--- config.mk ---
export PLATFORM = sky130hd
export DESIGN_NAME = result_display_flat
export DESIGN_NICKNAME = d
export VERILOG_FILES = /design/src/rtl/result_display_if.sv /design/src/rtl/result_display.sv /design/src/flat_wrapper.sv
export SDC_FILE = /design/constraint.sdc
export NUM_CORES = 1
export LEC_CHECK = 0
export CAP_MARGIN = 20
export CELL_PAD_IN_SITES_DETAIL_PLACEMENT = 0
export CELL_PAD_IN_SITES_GLOBAL_PLACEMENT = 1
export CORE_MARGIN = 5
export CORE_UTILIZATION = 30
export CTS_CLUSTER_SIZE = 16
export DETAILED_ROUTE_END_ITERATION = 8
export DONT_BUFFER_PORTS = 1
export GPL_TIMING_DRIVEN = 0
export HOLD_SLACK_MARGIN = 0.05
export PLACE_DENSITY_LB_ADDON = 0.1
export RECOVER_POWER = 25
export SYNTH_ARGS = -nofsm -noshare
export SYNTH_HDL_FRONTEND = slang
export SYNTH_SLANG_ARGS = --single-unit
--- constraint.sdc ---
create_clock -name clk -period 3.6 [get_ports clk]
set_clock_uncertainty 0.1 [all_clocks]
set_input_delay 0.18 -clock clk [delete_from_list [all_inputs] [get_ports clk]]
set_output_delay 0.18 -clock clk [all_outputs]
set_load 0.01 [all_outputs]
--- src/rtl/result_display_if.sv ---
`default_nettype none
// ============================================================================
// Module   : result_display_if
// Brief    : Sample handshake, BCD result and display bus for result_display.
// Revision : 1.0  initial release
// ============================================================================
interface result_display_if;
    logic [7:0]  data_in;
    logic        data_valid;
    logic        busy;
    logic        done;
    logic [11:0] bcd;
    logic [6:0]  seg;
    logic [2:0]  an;

    modport master (
        output data_in, data_valid,
        input  busy, done, bcd, seg, an
    );

    modport slave (
        input  data_in, data_valid,
        output busy, done, bcd, seg, an
    );
endinterface
`default_nettype wire

--- src/rtl/result_display.sv ---
`default_nettype none
// ============================================================================
// Module   : result_display
// Brief    : Binary-to-BCD converter (double dabble) feeding a 3-digit
//            multiplexed seven-segment scan with leading-zero blanking.
// Revision : 1.0  initial release
// ============================================================================
module result_display #(
    parameter int REFRESH_DIV = 50000
) (
    input  wire logic        clk,
    input  wire logic        rst,
    result_display_if.slave  disp
);

    localparam logic c_IDLE  = 1'b0;
    localparam logic c_SHIFT = 1'b1;

    localparam int c_CNT_W = (REFRESH_DIV > 1) ? $clog2(REFRESH_DIV) : 1;
    localparam logic [c_CNT_W-1:0] c_REF_MAX = c_CNT_W'(REFRESH_DIV - 1);

    logic        r_state;
    logic        w_next_state;
    logic        w_load;
    logic        w_shift;
    logic        w_finish;

    logic [7:0]  r_bin;
    logic [11:0] r_scratch;
    logic [2:0]  r_step;
    logic [11:0] r_bcd;
    logic        r_done;
    logic [11:0] w_adj;
    logic [19:0] w_shifted;

    logic [c_CNT_W-1:0] r_refresh;
    logic [1:0]  r_idx;
    logic [3:0]  w_nib;
    logic [2:0]  w_an_sel;
    logic        w_blank;
    logic [6:0]  w_seg_next;
    logic [2:0]  w_an_next;
    logic [6:0]  r_seg;
    logic [2:0]  r_an;

    function automatic logic [6:0] seg_decode(input logic [3:0] nib);
        case (nib)
            4'd0:    seg_decode = 7'b1000000;
            4'd1:    seg_decode = 7'b1111001;
            4'd2:    seg_decode = 7'b0100100;
            4'd3:    seg_decode = 7'b0110000;
            4'd4:    seg_decode = 7'b0011001;
            4'd5:    seg_decode = 7'b0010010;
            4'd6:    seg_decode = 7'b0000010;
            4'd7:    seg_decode = 7'b1111000;
            4'd8:    seg_decode = 7'b0000000;
            4'd9:    seg_decode = 7'b0010000;
            default: seg_decode = 7'b1111111;
        endcase
    endfunction

    always_ff @(posedge clk) begin
        if (rst) r_state <= c_IDLE;
        else     r_state <= w_next_state;
    end

    always_comb begin
        w_next_state = r_state;
        case (r_state)
            c_IDLE:  if (disp.data_valid) w_next_state = c_SHIFT;
            c_SHIFT: if (r_step == 3'd7)  w_next_state = c_IDLE;
            default: w_next_state = c_IDLE;
        endcase
    end

    always_comb begin
        w_load   = 1'b0;
        w_shift  = 1'b0;
        w_finish = 1'b0;
        case (r_state)
            c_IDLE:  w_load = disp.data_valid;
            c_SHIFT: begin
                w_shift  = 1'b1;
                w_finish = (r_step == 3'd7);
            end
            default: ;
        endcase
    end

    // Add-3 correction on each nibble before it is doubled by the shift
    for (genvar i = 0; i < 3; i++) begin : g_adj
        assign w_adj[4*i +: 4] = (r_scratch[4*i +: 4] >= 4'd5) ?
                                 r_scratch[4*i +: 4] + 4'd3 : r_scratch[4*i +: 4];
    end

    assign w_shifted = {w_adj[10:0], r_bin, 1'b0};

    always_ff @(posedge clk) begin
        if (rst) begin
            r_bin     <= '0;
            r_scratch <= '0;
            r_step    <= '0;
            r_bcd     <= '0;
            r_done    <= 1'b0;
        end else begin
            r_done <= 1'b0;
            if (w_load) begin
                r_bin     <= disp.data_in;
                r_scratch <= '0;
                r_step    <= '0;
            end else if (w_shift) begin
                r_scratch <= w_shifted[19:8];
                r_bin     <= w_shifted[7:0];
                r_step    <= r_step + 3'd1;
                if (w_finish) begin
                    r_bcd  <= w_shifted[19:8];
                    r_done <= 1'b1;
                end
            end
        end
    end

    always_ff @(posedge clk) begin
        if (rst) begin
            r_refresh <= '0;
            r_idx     <= '0;
        end else if (r_refresh == c_REF_MAX) begin
            r_refresh <= '0;
            r_idx     <= (r_idx == 2'd2) ? 2'd0 : r_idx + 2'd1;
        end else begin
            r_refresh <= r_refresh + 1'b1;
        end
    end

    // A digit is blank only while every more-significant digit is also zero
    always_comb begin
        w_nib    = 4'd0;
        w_an_sel = 3'b111;
        w_blank  = 1'b1;
        case (r_idx)
            2'd0: begin
                w_nib    = r_bcd[3:0];
                w_an_sel = 3'b110;
                w_blank  = 1'b0;
            end
            2'd1: begin
                w_nib    = r_bcd[7:4];
                w_an_sel = 3'b101;
                w_blank  = (r_bcd[11:8] == 4'd0) && (r_bcd[7:4] == 4'd0);
            end
            2'd2: begin
                w_nib    = r_bcd[11:8];
                w_an_sel = 3'b011;
                w_blank  = (r_bcd[11:8] == 4'd0);
            end
            default: ;
        endcase
        w_seg_next = w_blank ? 7'b1111111 : seg_decode(w_nib);
        w_an_next  = w_blank ? 3'b111     : w_an_sel;
    end

    always_ff @(posedge clk) begin
        if (rst) begin
            r_seg <= 7'b1000000;
            r_an  <= 3'b110;
        end else begin
            r_seg <= w_seg_next;
            r_an  <= w_an_next;
        end
    end

    assign disp.busy = (r_state == c_SHIFT);
    assign disp.done = r_done;
    assign disp.bcd  = r_bcd;
    assign disp.seg  = r_seg;
    assign disp.an   = r_an;

endmodule
`default_nettype wire
--- src/flat_wrapper.sv ---
// flat-port wrapper written by rule: the top's interface ports become plain ports
module result_display_flat 
#(
    parameter int REFRESH_DIV = 50000
)
  (clk, rst, disp_data_in, disp_data_valid, disp_busy, disp_done, disp_bcd, disp_seg, disp_an);
  result_display_if disp_i ();
  input  wire logic clk;
  input  wire logic rst;
  input wire logic [$bits(disp_i.data_in)-1:0] disp_data_in;
  input wire logic [$bits(disp_i.data_valid)-1:0] disp_data_valid;
  output wire logic [$bits(disp_i.busy)-1:0] disp_busy;
  output wire logic [$bits(disp_i.done)-1:0] disp_done;
  output wire logic [$bits(disp_i.bcd)-1:0] disp_bcd;
  output wire logic [$bits(disp_i.seg)-1:0] disp_seg;
  output wire logic [$bits(disp_i.an)-1:0] disp_an;
  assign disp_i.data_in = disp_data_in;
  assign disp_i.data_valid = disp_data_valid;
  assign disp_busy = disp_i.busy;
  assign disp_done = disp_i.done;
  assign disp_bcd = disp_i.bcd;
  assign disp_seg = disp_i.seg;
  assign disp_an = disp_i.an;
  result_display #(.REFRESH_DIV(REFRESH_DIV)) u_core (.clk(clk), .rst(rst), .disp(disp_i));
endmodule
## After elaboration in Yosys (flattened, before gate mapping)

Memory sizes are Yosys's and may differ from the RTL's.
Index checks and enable logic that the tools add are counted.

| word-level totals | value |
|---|---|
| register bits | 65 |
| input port bits | 11 |
| memory bits (read-only) | 112 |
| logic and storage cells | 57 |
| output and inout port bits | 24 |
| memories | 1 |

Memories:

| memory | depth | width | rd ports | clocked after memory_dff | wr ports | line | source |
|---|---|---|---|---|---|---|---|
| (no name shown) | 16 | 7 | 1 | 0 | 0 | result_display.sv:47 | `case (nib)` |

| operators by class | value |
|---|---|
| reductions and logical operators | 10 |
| add/subtract/negate cells | 6 |
| multiplexer cells | 18 |
| eq/ne operators | 4 |
| magnitude comparators | 3 |
| bitwise operators | 3 |

Operators with widths:

| kind | number |
|---|---|
| adder 16 x 1 -> 16 bit (second input constant) | 1 |
| equality test 16 bit (second input constant) | 1 |
| 2-to-1 mux 8 bit | 2 |
| greater-or-equal comparator 4 x 3 -> 1 bit (second input constant) | 3 |
| case mux 4 bit (3 select lines) | 1 |
| case mux 3 bit (3 select lines) | 1 |
| adder 4 x 2 -> 4 bit (second input constant) | 2 |
| logical NOT 4 bit | 2 |
| 2-to-1 mux 4 bit | 2 |
| 2-to-1 mux 1 bit | 7 |
| 2-to-1 mux 6 bit | 1 |
| OR reduction 2 bit | 3 |
| adder 3 x 1 -> 3 bit (second input constant) | 1 |
| adder 3 x 2 -> 3 bit (second input constant) | 1 |
| equality test 3 bit (second input constant) | 1 |
| 2-to-1 mux 3 bit | 1 |
| inverter 1 bit | 3 |
| case mux 1 bit (3 select lines) | 1 |
| AND reduction 3 bit | 1 |
| OR reduction 3 bit | 1 |
| adder 2 x 1 -> 2 bit (second input constant) | 1 |
| equality test 2 x 1 -> 1 bit (second input constant) | 1 |
| equality test 2 bit (second input constant) | 1 |
| logical NOT 2 bit | 1 |
| other kinds (4) | 4 |

## Depth between registers and ports, before layout

| depth | value |
|---|---|
| word-level depth | 4 |
| mapped depth | 10 |
| mapped depth without buffers | 8 |

## Least setup slack after synthesis

No wires, ideal clock.

| path | value |
|---|---|
| kind | register to register |
| from | register u_core.r_idx[1] |
| to | register u_core.r_seg[6], in the netlist u_core.disp.seg[6] |
| data arrival time | 1710 ps |
| slack | 1668 ps |
| setup time | 122 ps |
| cell stages (with the launch flop) | 9 |
| data required time | 3378 ps |
| period minus slack after synthesis | 1932 ps |
| path buffers | 1 |
| cell sequence | dfxtp_1 -> buf_6 -> mux2i_1 -> a2bb2oi_1 -> inv_1 -> ha_1 -> mux2_4 -> a21oi_1 -> nand2_1 |

| on the way | value |
|---|---|
| cells in the longest elaborated chain, start to end | 3 |
| elaborated cells between the ends (all ways) | 7 |
| classes of those cells | 2 x eq/ne; 2 x mux; 2 x reduce/logical; 1 x memory |

Ends and longest elaborated chain:

| what | line | source |
|---|---|---|
| start, declared | result_display.sv:37 | `logic [1:0] r_idx;` |
| start signal, assigned | result_display.sv:129 | `r_idx <= (r_idx == 2'd2) ? 2'd0 : r_idx + 2'd1;` |
| equality test 2 bit (tied with other cells) | result_display.sv:140 | `case (r_idx)` |
| case mux 4 bit (3 select lines) or case mux 1 bit (3 select lines) (tied branches) | result_display.sv:140 |  |
| memory (16 x 7 bit) or OR reduction 2 bit (tied branches) | - |  |
| end signal, assigned | result_display.sv:167 | `r_seg <= w_seg_next;` |
| end, declared | result_display.sv:43 | `logic [6:0] r_seg;` |

Several ways; a longest one is shown, not always the timed one.
A chain may end at the register's enable or synchronous reset.

## Worst setup path in the final report

Ends and elaborated chain as after synthesis.

==> run metrics <==
insertion delay to the later sink of the worst-skew pair=0.35 ns; total global routing overflow=0; DRT Wirelength=6990 um; crit path max fanout=10; multi-input logic area=1590 um^2; Area Growth Syn to Fin=16.8%; count of instances resized after the clock tree is built=0; r2r setup slk=1.43 ns; net count after synthesis=353; number of warnings issued by yosys=0; Inserted Clock Buffers=9; fraction of final layout cells with drive strength greater than 1=0.108; DIE WIDTH=111 um; initial antenna violation count=0; Die Y-Extent=111 um; mean routed wirelength per cell=14.4 um; number of remaining DRC errors=0; average vias per placed instance=4.65; first-pass iteration count of the detailed router=4; total power divided by cell area=452 nW/um^2; MaxCap Viol Count=0; synthesized instance count=328; area of all sequential standard cells=1300 um^2; worst slew margin relative to its limit=0.614; via count=2,259; most frequent standard cell in the layout excluding fill and tap cells=dfxtp_1; die area=12,200 um^2; accumulated negative setup slack=0 ns; IO Count=35; Netlist cell types=46; depth of the CTS H-tree=3; main combinational cell family by area after synthesis=simple AND/OR/NAND/NOR gates; gpl congestion=0.758; clock sink count=65; CP required=3.73 ns; terminus of the critical flop-to-flop path=u_core.disp.seg[6]; type of the tightest min-delay check=input port to flop; total design power=1600 uW; outcome=complete, no violations; Antenna Violating Nets Remaining=0; worst flop-to-flop path startpoint=u_core.r_idx[1]; Filler cells=1,057; clock-pin slew on the worst setup and hold paths=0.08 ns; Endpoint, Worst Hold=u_core.disp.bcd[2]; Simple-Gate Fraction of Synth Area=0.181; flip-flop and latch count after synthesis=65; adder and majority cell fraction of the synthesized area=0.0577; post-synthesis compound-gate area fraction=0.134; predominant post-synthesis flop cell=dfxtp_1; CP Launch Type=flop; EDFF count, synth=0; area of the core=9820 um^2; CP arrival=2.31 ns; Post-Syn Area=3030 um^2; share of synthesized area spent on multiplexers=0.0998; global-route usage over all layers=0.119; fraction of the cycle the final worst path needs=0.604; Hold Crit Depth=2; TritonCTS clock tree=done; top library cells by usage in the layout, fill and taps aside=65 x dfxtp_1, 55 x nor2_1, 25 x mux2i_1, 24 x a21oi_1, 18 x nand2_1; count of buffers inserted at the top-level ports=0; Hold Startpoint=rst; CTS Root Cell=clkbuf_8; maximum clock frequency=460 MHz; number of failing hold endpoints at the final stage=0; maximum buffer depth of the clock tree=2; kind of critical path=flop to flop; transition at the pin with the smallest max-transition slack=0.574 ns; Leakage Power=0.00138 uW; initial standard-cell utilization of the core=0.309; number of inserted diodes=0; setup repair after global routing missed its margin=false; depth of the worst register-to-register path=8; share of flip-flops with an asynchronous set or reset=0; wire length of the first global-routing pass=11,700 um; Post-Syn Area per Cell=9.25 um^2; element type at the critical path end=flop; final setup violation count=0; largest net degree at the start of global routing=13; largest vdd supply drop=0.000182 V; Initial DRC Count=110; DP Wirelength=5090 um; xor/xnor share of the synthesized area=0.0520; number of max-slew violations in the final report=0; number of standard-cell rows in the floorplan=36; register area share after synthesis=0.429; final-stage net count=373; final critical-path required period=2.17 ns; vias in the first global route=2,250
[layout make-up]
cell class                 count  share of cell area
inverter                      13              0.0138
clock inverter                 6              0.0325
clock buffer                  10              0.0388
multi-input combinational    235               0.448
tap                          133              0.0470
sequential                    65               0.367
buffer                        15              0.0268
timing repair buffer           9              0.0254
[cells by family after synthesis]
logic type	count (synthesis)
buf+inv	28
simple gates	116
mux	28
xor+xnor	18
fa+ha+maj	14
flops	65
compound gates	59
[worst max path at each step]
stage,start,end,slack [ns],cells past startpoint
5_1_grt,u_core.r_idx[1],u_core.disp.seg[6],1.22,8
3_5_place_dp,u_core.r_idx[1],u_core.disp.seg[6],1.41,8
3_3_place_gp,u_core.r_idx[1],u_core.disp.seg[6],1.40,8
4_1_cts,u_core.r_idx[1],u_core.disp.seg[6],1.40,8
6_report,u_core.r_idx[1],u_core.disp.seg[6],1.43,8
2_1_floorplan,u_core.r_idx[1],u_core.disp.seg[6],1.67,8
[routing by layer]
metal,vias up,global-route usage,routed length (um)
met5,-,0,0
met4,0,0.0443,108
met3,8,0.0350,245
met2,21,0.200,3400
met1,1067,0.144,3230
li1,1163,-,-
[power by group]
group,switching [uW],internal [uW],total [uW]
Sequential,9.82,730,740
Combinational,47.1,34.2,81.3
Clock,301,481,782
[critical path, stage by stage, from the launching register on]
cell and delay [ns]:
dfxtp_1 0.33, buf_6 0.15, mux2i_1 0.29, a2bb2oi_1 0.41, inv_1 0.12, ha_1 0.21
mux2_4 0.26, a21oi_1 0.14, nand2_1 0.06
[registers in the layout, summed over array words and instances, names as in the netlist]
register	count
u_core.r_refresh	16
u_core.r_step	3
u_core.disp.an	3
u_core.disp.done	1
u_core.r_idx	2
u_core.disp.bcd	12
u_core.r_scratch	12
u_core.disp.seg	7
u_core.disp.busy	1
u_core.r_bin	8
[Yosys cell counts, types with 3 or more instances]
| master | count | area share |
|---|---|---|
| nand2b_1 | 4 | 0.0082 |
| clkbuf_1 | 5 | 0.0062 |
| buf_2 | 5 | 0.0082 |
| inv_1 | 12 | 0.015 |
| nand2_1 | 18 | 0.022 |
| nand3_1 | 11 | 0.018 |
| o21ai_0 | 12 | 0.020 |
| mux2i_1 | 25 | 0.082 |
| xor2_1 | 8 | 0.023 |
| a21oi_1 | 24 | 0.040 |
| dfxtp_1 | 65 | 0.43 |
| nor3b_1 | 5 | 0.012 |
| nand4_1 | 5 | 0.010 |
| ha_1 | 14 | 0.058 |
| and3_1 | 3 | 0.0062 |
| xnor2_1 | 10 | 0.029 |
| a21o_1 | 3 | 0.0074 |
| nor2_1 | 55 | 0.068 |
| a22o_1 | 7 | 0.020 |
[stage by stage]
stage / hold WS [ns] / instances / utilization / setup slack (ns) / instance area [um^2]
floorplan: 0.196 / 328 / - / 1.67 / 3030
global placement: 0.230 / 461 / 0.326 / 1.40 / 3200
detailed placement: 0.227 / 461 / 0.326 / 1.41 / 3200
CTS: 0.0613 / 486 / 0.361 / 1.40 / 3540
global route: 0.0647 / 486 / 0.361 / 1.22 / 3540
finish: 0.0686 / 486 / 0.361 / 1.43 / 3540
[what timing repair did]
item / in CTS / in global routing
endpoints found under the hold margin: 23 / 0
hold buffers: 9 / 0
setup buffers: 0 / 0
Power figures use the tool's default switching activity.
